**src/rtl/uart_rx_ctrl_v2_if.sv**
```systemverilog
// UART receiver bundle: serial line and frame configuration in, received word and status out.
interface uart_rx_ctrl_v2_if #(
    parameter int unsigned DATA_WIDTH = 8,
    parameter int unsigned PRESCALE_W = 6
);
    logic                  RX_IN;
    logic [PRESCALE_W-1:0] Prescale;
    logic                  Parity_EN;
    logic                  Parity_TYP;
    logic                  Two_stop;
    logic [DATA_WIDTH-1:0] P_DATA;
    logic                  Data_valid;
    logic                  Parity_error;
    logic                  Stop_error;
    logic                  Busy;
    logic                  Break_det;

    modport master (
        output RX_IN, Prescale, Parity_EN, Parity_TYP, Two_stop,
        input  P_DATA, Data_valid, Parity_error, Stop_error, Busy, Break_det
    );

    modport slave (
        input  RX_IN, Prescale, Parity_EN, Parity_TYP, Two_stop,
        output P_DATA, Data_valid, Parity_error, Stop_error, Busy, Break_det
    );
endinterface

```
**src/rtl/uart_rx_ctrl_v2.sv**
```systemverilog
// UART receive controller: oversampled majority-vote sampling, deserialisation,
// parity and stop checking. Optional break detection under UART_RX_BREAK_DET_EN.
module uart_rx_ctrl_v2 #(
    parameter int unsigned DATA_WIDTH = 8,
    parameter int unsigned PRESCALE_W = 6
) (
    input logic              CLK,
    input logic              Reset,
    uart_rx_ctrl_v2_if.slave bus
);
    localparam int unsigned BIT_W = (DATA_WIDTH > 1) ? $clog2(DATA_WIDTH) : 1;

    typedef enum logic [2:0] {
        IDLE, START, DATA, PARITY, STOP, DONE, BREAK_WAIT
    } state_t;

    state_t                state_q, state_n;
    logic [PRESCALE_W-1:0] edge_q, edge_n;
    logic [BIT_W-1:0]      bit_q, bit_n;
    logic [2:0]            samp_q, samp_n;
    logic [DATA_WIDTH-1:0] shreg_q, shreg_n;
    logic [PRESCALE_W-1:0] pre_q, pre_n;
    logic                  pen_q, pen_n;
    logic                  ptyp_q, ptyp_n;
    logic                  two_q, two_n;
    logic                  perr_q, perr_n;
    logic                  serr_q, serr_n;
    logic                  stop2_q, stop2_n;
`ifdef UART_RX_BREAK_DET_EN
    logic                  zero_q, zero_n;
`endif
    logic [DATA_WIDTH-1:0] p_data_q, p_data_n;
    logic                  dv_q, dv_n;
    logic                  pe_q, pe_n;
    logic                  se_q, se_n;
    logic                  busy_q, busy_n;
    logic                  brk_q, brk_n;

    logic [PRESCALE_W-1:0] half_c;
    logic                  in_frame_c;
    logic                  last_edge_c;
    logic                  decide_c;
    logic                  vote_c;

    // Bit-timing strobes derived from the latched prescale
    assign half_c      = pre_q >> 1;
    assign in_frame_c  = (state_q == START) || (state_q == DATA) ||
                         (state_q == PARITY) || (state_q == STOP);
    assign last_edge_c = (edge_q == pre_q - PRESCALE_W'(1));
    assign decide_c    = in_frame_c && (edge_q == half_c + PRESCALE_W'(2));
    assign vote_c      = (samp_q[0] & samp_q[1]) | (samp_q[0] & samp_q[2]) |
                         (samp_q[1] & samp_q[2]);

    // State, counters, shadow config and registered outputs
    always_ff @(posedge CLK) begin
        if (Reset) begin
            state_q  <= IDLE;
            edge_q   <= '0;
            bit_q    <= '0;
            samp_q   <= '0;
            shreg_q  <= '0;
            pre_q    <= '0;
            pen_q    <= 1'b0;
            ptyp_q   <= 1'b0;
            two_q    <= 1'b0;
            perr_q   <= 1'b0;
            serr_q   <= 1'b0;
            stop2_q  <= 1'b0;
`ifdef UART_RX_BREAK_DET_EN
            zero_q   <= 1'b0;
`endif
            p_data_q <= '0;
            dv_q     <= 1'b0;
            pe_q     <= 1'b0;
            se_q     <= 1'b0;
            busy_q   <= 1'b0;
            brk_q    <= 1'b0;
        end else begin
            state_q  <= state_n;
            edge_q   <= edge_n;
            bit_q    <= bit_n;
            samp_q   <= samp_n;
            shreg_q  <= shreg_n;
            pre_q    <= pre_n;
            pen_q    <= pen_n;
            ptyp_q   <= ptyp_n;
            two_q    <= two_n;
            perr_q   <= perr_n;
            serr_q   <= serr_n;
            stop2_q  <= stop2_n;
`ifdef UART_RX_BREAK_DET_EN
            zero_q   <= zero_n;
`endif
            p_data_q <= p_data_n;
            dv_q     <= dv_n;
            pe_q     <= pe_n;
            se_q     <= se_n;
            busy_q   <= busy_n;
            brk_q    <= brk_n;
        end
    end

    // Next-state, sampling, shifting and end-of-frame result computation
    always_comb begin
        state_n  = state_q;
        edge_n   = '0;
        bit_n    = bit_q;
        samp_n   = samp_q;
        shreg_n  = shreg_q;
        pre_n    = pre_q;
        pen_n    = pen_q;
        ptyp_n   = ptyp_q;
        two_n    = two_q;
        perr_n   = perr_q;
        serr_n   = serr_q;
        stop2_n  = stop2_q;
`ifdef UART_RX_BREAK_DET_EN
        zero_n   = zero_q;
`endif
        p_data_n = p_data_q;
        dv_n     = 1'b0;
        pe_n     = 1'b0;
        se_n     = 1'b0;
        brk_n    = 1'b0;

        if (in_frame_c) begin
            edge_n = last_edge_c ? '0 : edge_q + PRESCALE_W'(1);
            if (edge_q == half_c - PRESCALE_W'(1)) samp_n[0] = bus.RX_IN;
            if (edge_q == half_c)                  samp_n[1] = bus.RX_IN;
            if (edge_q == half_c + PRESCALE_W'(1)) samp_n[2] = bus.RX_IN;
        end

        case (state_q)
            IDLE: begin
                if (!bus.RX_IN) begin
                    state_n = START;
                    pre_n   = bus.Prescale;
                    pen_n   = bus.Parity_EN;
                    ptyp_n  = bus.Parity_TYP;
                    two_n   = bus.Two_stop;
                    perr_n  = 1'b0;
                    serr_n  = 1'b0;
                    stop2_n = 1'b0;
                    bit_n   = '0;
`ifdef UART_RX_BREAK_DET_EN
                    zero_n  = 1'b1;
`endif
                end
            end
            START: begin
                if (decide_c && vote_c) state_n = IDLE;
                else if (last_edge_c)   state_n = DATA;
            end
            DATA: begin
                if (decide_c) begin
                    shreg_n = {vote_c, shreg_q[DATA_WIDTH-1:1]};
`ifdef UART_RX_BREAK_DET_EN
                    if (vote_c) zero_n = 1'b0;
`endif
                end
                if (last_edge_c) begin
                    if (bit_q == BIT_W'(DATA_WIDTH - 1)) state_n = pen_q ? PARITY : STOP;
                    else                                 bit_n = bit_q + BIT_W'(1);
                end
            end
            PARITY: begin
                if (decide_c) begin
                    if (vote_c != ((^shreg_q) ^ ptyp_q)) perr_n = 1'b1;
`ifdef UART_RX_BREAK_DET_EN
                    if (vote_c) zero_n = 1'b0;
`endif
                end
                if (last_edge_c) state_n = STOP;
            end
            STOP: begin
                if (decide_c) begin
`ifdef UART_RX_BREAK_DET_EN
                    if (!stop2_q && zero_q && !vote_c) begin
                        state_n = DONE;
                        brk_n   = 1'b1;
                    end else
`endif
                    if (two_q && !stop2_q) begin
                        serr_n = serr_q | ~vote_c;
                    end else begin
                        state_n = DONE;
                        pe_n    = perr_q;
                        se_n    = serr_q | ~vote_c;
                        if (!perr_q && vote_c && !serr_q) begin
                            dv_n     = 1'b1;
                            p_data_n = shreg_q;
                        end
                    end
                end
                // Only a first-of-two stop bit runs to its last edge
                if (last_edge_c) stop2_n = 1'b1;
            end
            DONE: begin
`ifdef UART_RX_BREAK_DET_EN
                state_n = brk_q ? BREAK_WAIT : IDLE;
`else
                state_n = IDLE;
`endif
            end
            BREAK_WAIT: begin
                if (bus.RX_IN) state_n = IDLE;
            end
            default: state_n = IDLE;
        endcase

        if ((state_n == IDLE) || (state_n == DONE) || (state_n == BREAK_WAIT)) edge_n = '0;
        busy_n = (state_n != IDLE);
    end

    assign bus.P_DATA       = p_data_q;
    assign bus.Data_valid   = dv_q;
    assign bus.Parity_error = pe_q;
    assign bus.Stop_error   = se_q;
    assign bus.Busy         = busy_q;
    assign bus.Break_det    = brk_q;
endmodule

```
**src/flat_wrapper.sv**
```systemverilog
// flat-port wrapper written by rule: the top's interface ports become plain ports
module uart_rx_ctrl_v2_flat 
#(
    parameter int unsigned DATA_WIDTH = 8,
    parameter int unsigned PRESCALE_W = 6
)
  (CLK, Reset, bus_RX_IN, bus_Prescale, bus_Parity_EN, bus_Parity_TYP, bus_Two_stop, bus_P_DATA, bus_Data_valid, bus_Parity_error, bus_Stop_error, bus_Busy, bus_Break_det);
  uart_rx_ctrl_v2_if #(.DATA_WIDTH(DATA_WIDTH), .PRESCALE_W(PRESCALE_W)) bus_i ();
  input logic CLK;
  input logic Reset;
  input wire logic [$bits(bus_i.RX_IN)-1:0] bus_RX_IN;
  input wire logic [$bits(bus_i.Prescale)-1:0] bus_Prescale;
  input wire logic [$bits(bus_i.Parity_EN)-1:0] bus_Parity_EN;
  input wire logic [$bits(bus_i.Parity_TYP)-1:0] bus_Parity_TYP;
  input wire logic [$bits(bus_i.Two_stop)-1:0] bus_Two_stop;
  output wire logic [$bits(bus_i.P_DATA)-1:0] bus_P_DATA;
  output wire logic [$bits(bus_i.Data_valid)-1:0] bus_Data_valid;
  output wire logic [$bits(bus_i.Parity_error)-1:0] bus_Parity_error;
  output wire logic [$bits(bus_i.Stop_error)-1:0] bus_Stop_error;
  output wire logic [$bits(bus_i.Busy)-1:0] bus_Busy;
  output wire logic [$bits(bus_i.Break_det)-1:0] bus_Break_det;
  assign bus_i.RX_IN = bus_RX_IN;
  assign bus_i.Prescale = bus_Prescale;
  assign bus_i.Parity_EN = bus_Parity_EN;
  assign bus_i.Parity_TYP = bus_Parity_TYP;
  assign bus_i.Two_stop = bus_Two_stop;
  assign bus_P_DATA = bus_i.P_DATA;
  assign bus_Data_valid = bus_i.Data_valid;
  assign bus_Parity_error = bus_i.Parity_error;
  assign bus_Stop_error = bus_i.Stop_error;
  assign bus_Busy = bus_i.Busy;
  assign bus_Break_det = bus_i.Break_det;
  uart_rx_ctrl_v2 #(.DATA_WIDTH(DATA_WIDTH), .PRESCALE_W(PRESCALE_W)) u_core (.CLK(CLK), .Reset(Reset), .bus(bus_i));
endmodule
```
**config.mk**
```make
export PLATFORM = sky130hd
export DESIGN_NAME = uart_rx_ctrl_v2_flat
export DESIGN_NICKNAME = d
export VERILOG_FILES = /design/src/rtl/uart_rx_ctrl_v2_if.sv /design/src/rtl/uart_rx_ctrl_v2.sv /design/src/flat_wrapper.sv
export SDC_FILE = /design/constraint.sdc
export NUM_CORES = 1
export LEC_CHECK = 0
export ABC_AREA = 1
export ABC_CLOCK_PERIOD_IN_PS = 2950
export BUFFER_PORTS_ARGS = -buffer_cell sky130_fd_sc_hd__buf_2
export CAP_MARGIN = 0
export CELL_PAD_IN_SITES_DETAIL_PLACEMENT = 0
export CELL_PAD_IN_SITES_GLOBAL_PLACEMENT = 1
export CORE_MARGIN = 2
export CORE_UTILIZATION = 25
export CTS_CLUSTER_SIZE = 10
export DETAILED_ROUTE_END_ITERATION = 8
export PLACE_DENSITY = 0.58
export RECOVER_POWER = 100
export SLEW_MARGIN = 15
export SYNTH_ARGS = -nofsm -noshare
export SYNTH_HDL_FRONTEND = slang
export SYNTH_SLANG_ARGS = --single-unit
```
**constraint.sdc**
```tcl
create_clock -name CLK -period 2.95 [get_ports CLK]
set_clock_uncertainty 0.2 [all_clocks]
set_input_delay 0.4425 -clock CLK [delete_from_list [all_inputs] [get_ports CLK]]
set_output_delay 0.4425 -clock CLK [all_outputs]
set_load 0.02 [all_outputs]
```
==> impl_metrics.env <==
export IMPL_fmax_mhz=382.6
export IMPL_final_cells=574
export IMPL_syn_area_per_cell_sq_um=6.719
export IMPL_dp_cells=566
export IMPL_p_comb_share_pct=16.4
export IMPL_numClockSinks=47
export IMPL_drc=0
export IMPL_grt_pass1_wl_mm=11.89
export IMPL_cts_root_buffer="clkbuf_8"
export IMPL_vias=2516
export IMPL_grt_max_degree=36
export IMPL_cp_start_kind="flip-flop"
export IMPL_cts_setup_buffers=0
export IMPL_clkPwrFrac_pct=35.7
export IMPL_tritoncts="yes"
export IMPL_drt_initial_drc_count=168
export IMPL_switching_share_pct=30.02
export IMPL_insertion_delay_ns=0.31
export IMPL_fin_ws_ns=0.3364
export IMPL_path_clk_slew_ns=0.10
export IMPL_power_total_uw=1414
export IMPL_p_leak_uw=0.001367
export IMPL_diodes=0
export IMPL_ys_types=30
export IMPL_finalNetCount=455
export IMPL_hold_buffers=0
export IMPL_ys_ff_latch=47
export IMPL_syn_to_final_growth_pct=12.51
export IMPL_synth_area_sq_um=2761
export IMPL_cts_inserted_buffers=5
export IMPL_yosys_warnings=0
export IMPL_dp_hpwl_mm=5.289
export IMPL_cts_buffer_depth=2
export IMPL_io_pins=25
export IMPL_die_x_microns=109.1
export IMPL_p_per_area_nw_per_um2=455.3
export IMPL_path_max_fanout=7
export IMPL_fin_setup_tns_ns=0
export IMPL_max_vdd_ir_drop_mv=0.2069
export IMPL_setup_violations=0
export IMPL_overflow=0
export IMPL_drt_antenna_violating_nets=0
export IMPL_rows=38
export IMPL_wl_mm=6.870
export IMPL_relSlewSlack_pct=48.03
export IMPL_place_congestion=0.8316
export IMPL_synthCells=411
export IMPL_critPathArrivalTime_ns=2.62
export IMPL_die_height_microns=109.1
export IMPL_final_common_cell="nand2_1"
export IMPL_p_seq_share_pct=47.9
export IMPL_slew_viol_final=0
export IMPL_core_area_sq_um=10790
export IMPL_dieArea_sq_um=11900
export IMPL_synthFlopType="dfxtp_1"
export IMPL_cap_violations=0
export IMPL_h_tree_depth=2
export IMPL_hold_viol=0
export IMPL_track_usage_pct=12.66
export IMPL_drive_gt1_share_pct=9.447
export IMPL_fin_crit_ns=2.614
export IMPL_via_per_inst=4.383
export IMPL_final_cell_mix="nand2_1, inv_1, dfxtp_1, a21oi_1, o21ai_0"
export IMPL_grt_pass1_vias=2458
export IMPL_fin_crit_sh_pct=88.60
export IMPL_seq_area_frac_synth_pct=34.07
export IMPL_start_util_pct=25.59
export IMPL_internal_power_uw=989.8
export IMPL_fin_area_sq_um=3107
export IMPL_worstSetupPathType="flip-flop to flip-flop"
export IMPL_antenna_found_initial=0
export IMPL_async_flop_share_pct=0
export IMPL_status="finished, final reports clean"
export IMPL_portBuffers=23
export IMPL_place_area_sq_um=3015
export IMPL_min_delay_path_class="input port to flip-flop"
export IMPL_p_switching_uw=424.7
export IMPL_required_ns=2.96
export IMPL_routedWlPerCell_microns=11.97
export IMPL_cp_end_kind="flip-flop"
export IMPL_first_pass_iters=4
export IMPL_synth_edf_count=0
export IMPL_rsz0062_at_grt="false"
export IMPL_fill_cells=1198
export IMPL_tightest_slew_ns=0.7795
export IMPL_pre_cts_ws_ns=0.07505
export IMPL_synth_nets=433
[stage by stage]
step	hold slack, ns	util [%]
2_1_floorplan	0.1991	-
3_3_place_gp	0.2171	27.94
3_5_place_dp	0.2189	27.94
4_1_cts	0.1115	29.02
5_1_grt	0.1060	28.79
6_report	0.1170	28.79
[synth_stat cells (2+ instances only)]
| cell | instances | share of area [%] |
|---|---|---|
| nand3_2 | 3 | 1.1 |
| buf_2 | 4 | 0.72 |
| nand3_1 | 27 | 4.9 |
| nand2_1 | 91 | 12 |
| nor2_2 | 8 | 1.8 |
| nor3_1 | 5 | 0.91 |
| inv_2 | 7 | 0.95 |
| inv_1 | 64 | 8.7 |
| a21oi_1 | 37 | 6.7 |
| xor2_1 | 11 | 3.5 |
| nand4_1 | 3 | 0.68 |
| clkbuf_1 | 4 | 0.54 |
| dfxtp_1 | 47 | 34 |
| o21ai_0 | 37 | 6.7 |
| ha_1 | 10 | 4.5 |
| nand3_4 | 2 | 1.3 |
| nor2_1 | 30 | 4.1 |
| nand2_2 | 2 | 0.45 |
| xnor2_1 | 8 | 2.5 |
[kinds of logic after synthesis]
| group | after synthesis | synth area share, % |
|---|---|---|
| buf+inv | 82 | 11.78 |
| xor+xnor | 19 | 6.026 |
| compound gates | 78 | 14.68 |
| simple gates | 174 | 28.77 |
| flops | 47 | 34.07 |
| other cells | 1 | 0.1358 |
| fa+ha+maj | 10 | 4.531 |
[sequential cells by signal, summed over array words and instances (netlist names), 3 cells and up]
register           cells
u_core.bit_q           3
u_core.bus.P_DATA      8
u_core.edge_q          6
u_core.pre_q           6
u_core.samp_q          3
u_core.shreg_q         8
u_core.state_q         3
[area by class of cell]
| cell class | count | area, sq um | share of cell area [%] |
|---|---|---|---|
| multi-input combinational | 282 | 1488 | 47.89 |
| sequential | 47 | 942.2 | 30.33 |
| inverter | 71 | 266.5 | 8.578 |
| tap | 140 | 175.2 | 5.638 |
| timing repair buffer | 26 | 118.9 | 3.826 |
| clock buffer | 5 | 68.82 | 2.215 |
| clock inverter | 3 | 47.55 | 1.530 |
[repair_timing]
item | 4_1_cts | 5_1_grt
gates resized for setup | 0 | 2
endpoints found under the setup margin | 0 | 14
hold endpoints to repair | 0 | 0
[power by group through the flow]
stage	registers, uW	clock network [uW]	logic, uW
floorplan	684	0	184
global placement	693	0	237
detailed placement	693	0	235
CTS	678	532	236
global route	682	551	270
finish	678	505	232
[critical path: stages (launching register included)]
cell and delay [ns]:
dfxtp_1 0.56, inv_2 0.14, ha_1 0.31, inv_1 0.06
nand2_1 0.05, nand2_1 0.08, nand3_1 0.10, nor2_2 0.19
nand3_1 0.13, nand2_1 0.10, inv_1 0.05, nand2_1 0.05
nand3_1 0.07, nand2_1 0.13, nand3_2 0.13, nand3_4 0.12
nor2_1 0.05
[final timing paths]
| check | from | endpoint | slack, ns | depth (start not counted) |
|---|---|---|---|---|
| worst min-delay path | Reset | u_core.bit_q[1] | 0.12 | 2 |
| worst min register to register | u_core.perr_q | u_core.bus.Data_valid | 0.23 | 1 |
| worst max register to register | u_core.pre_q[3] | u_core.edge_q[2] | 0.34 | 16 |
| worst max-delay path | u_core.pre_q[3] | u_core.edge_q[2] | 0.34 | 16 |
[layer usage]
| metal | GRT usage [%] | routed length, microns | vias to the layer above |
|---|---|---|---|
| met5 | 0 | 0 | - |
| met4 | 3.755 | 102 | 0 |
| li1 | - | - | 1344 |
| met2 | 21.61 | 3295 | 43 |
| met3 | 1.913 | 248 | 7 |
| met1 | 16.41 | 3224 | 1122 |
(Power assumes the default switching activity.)
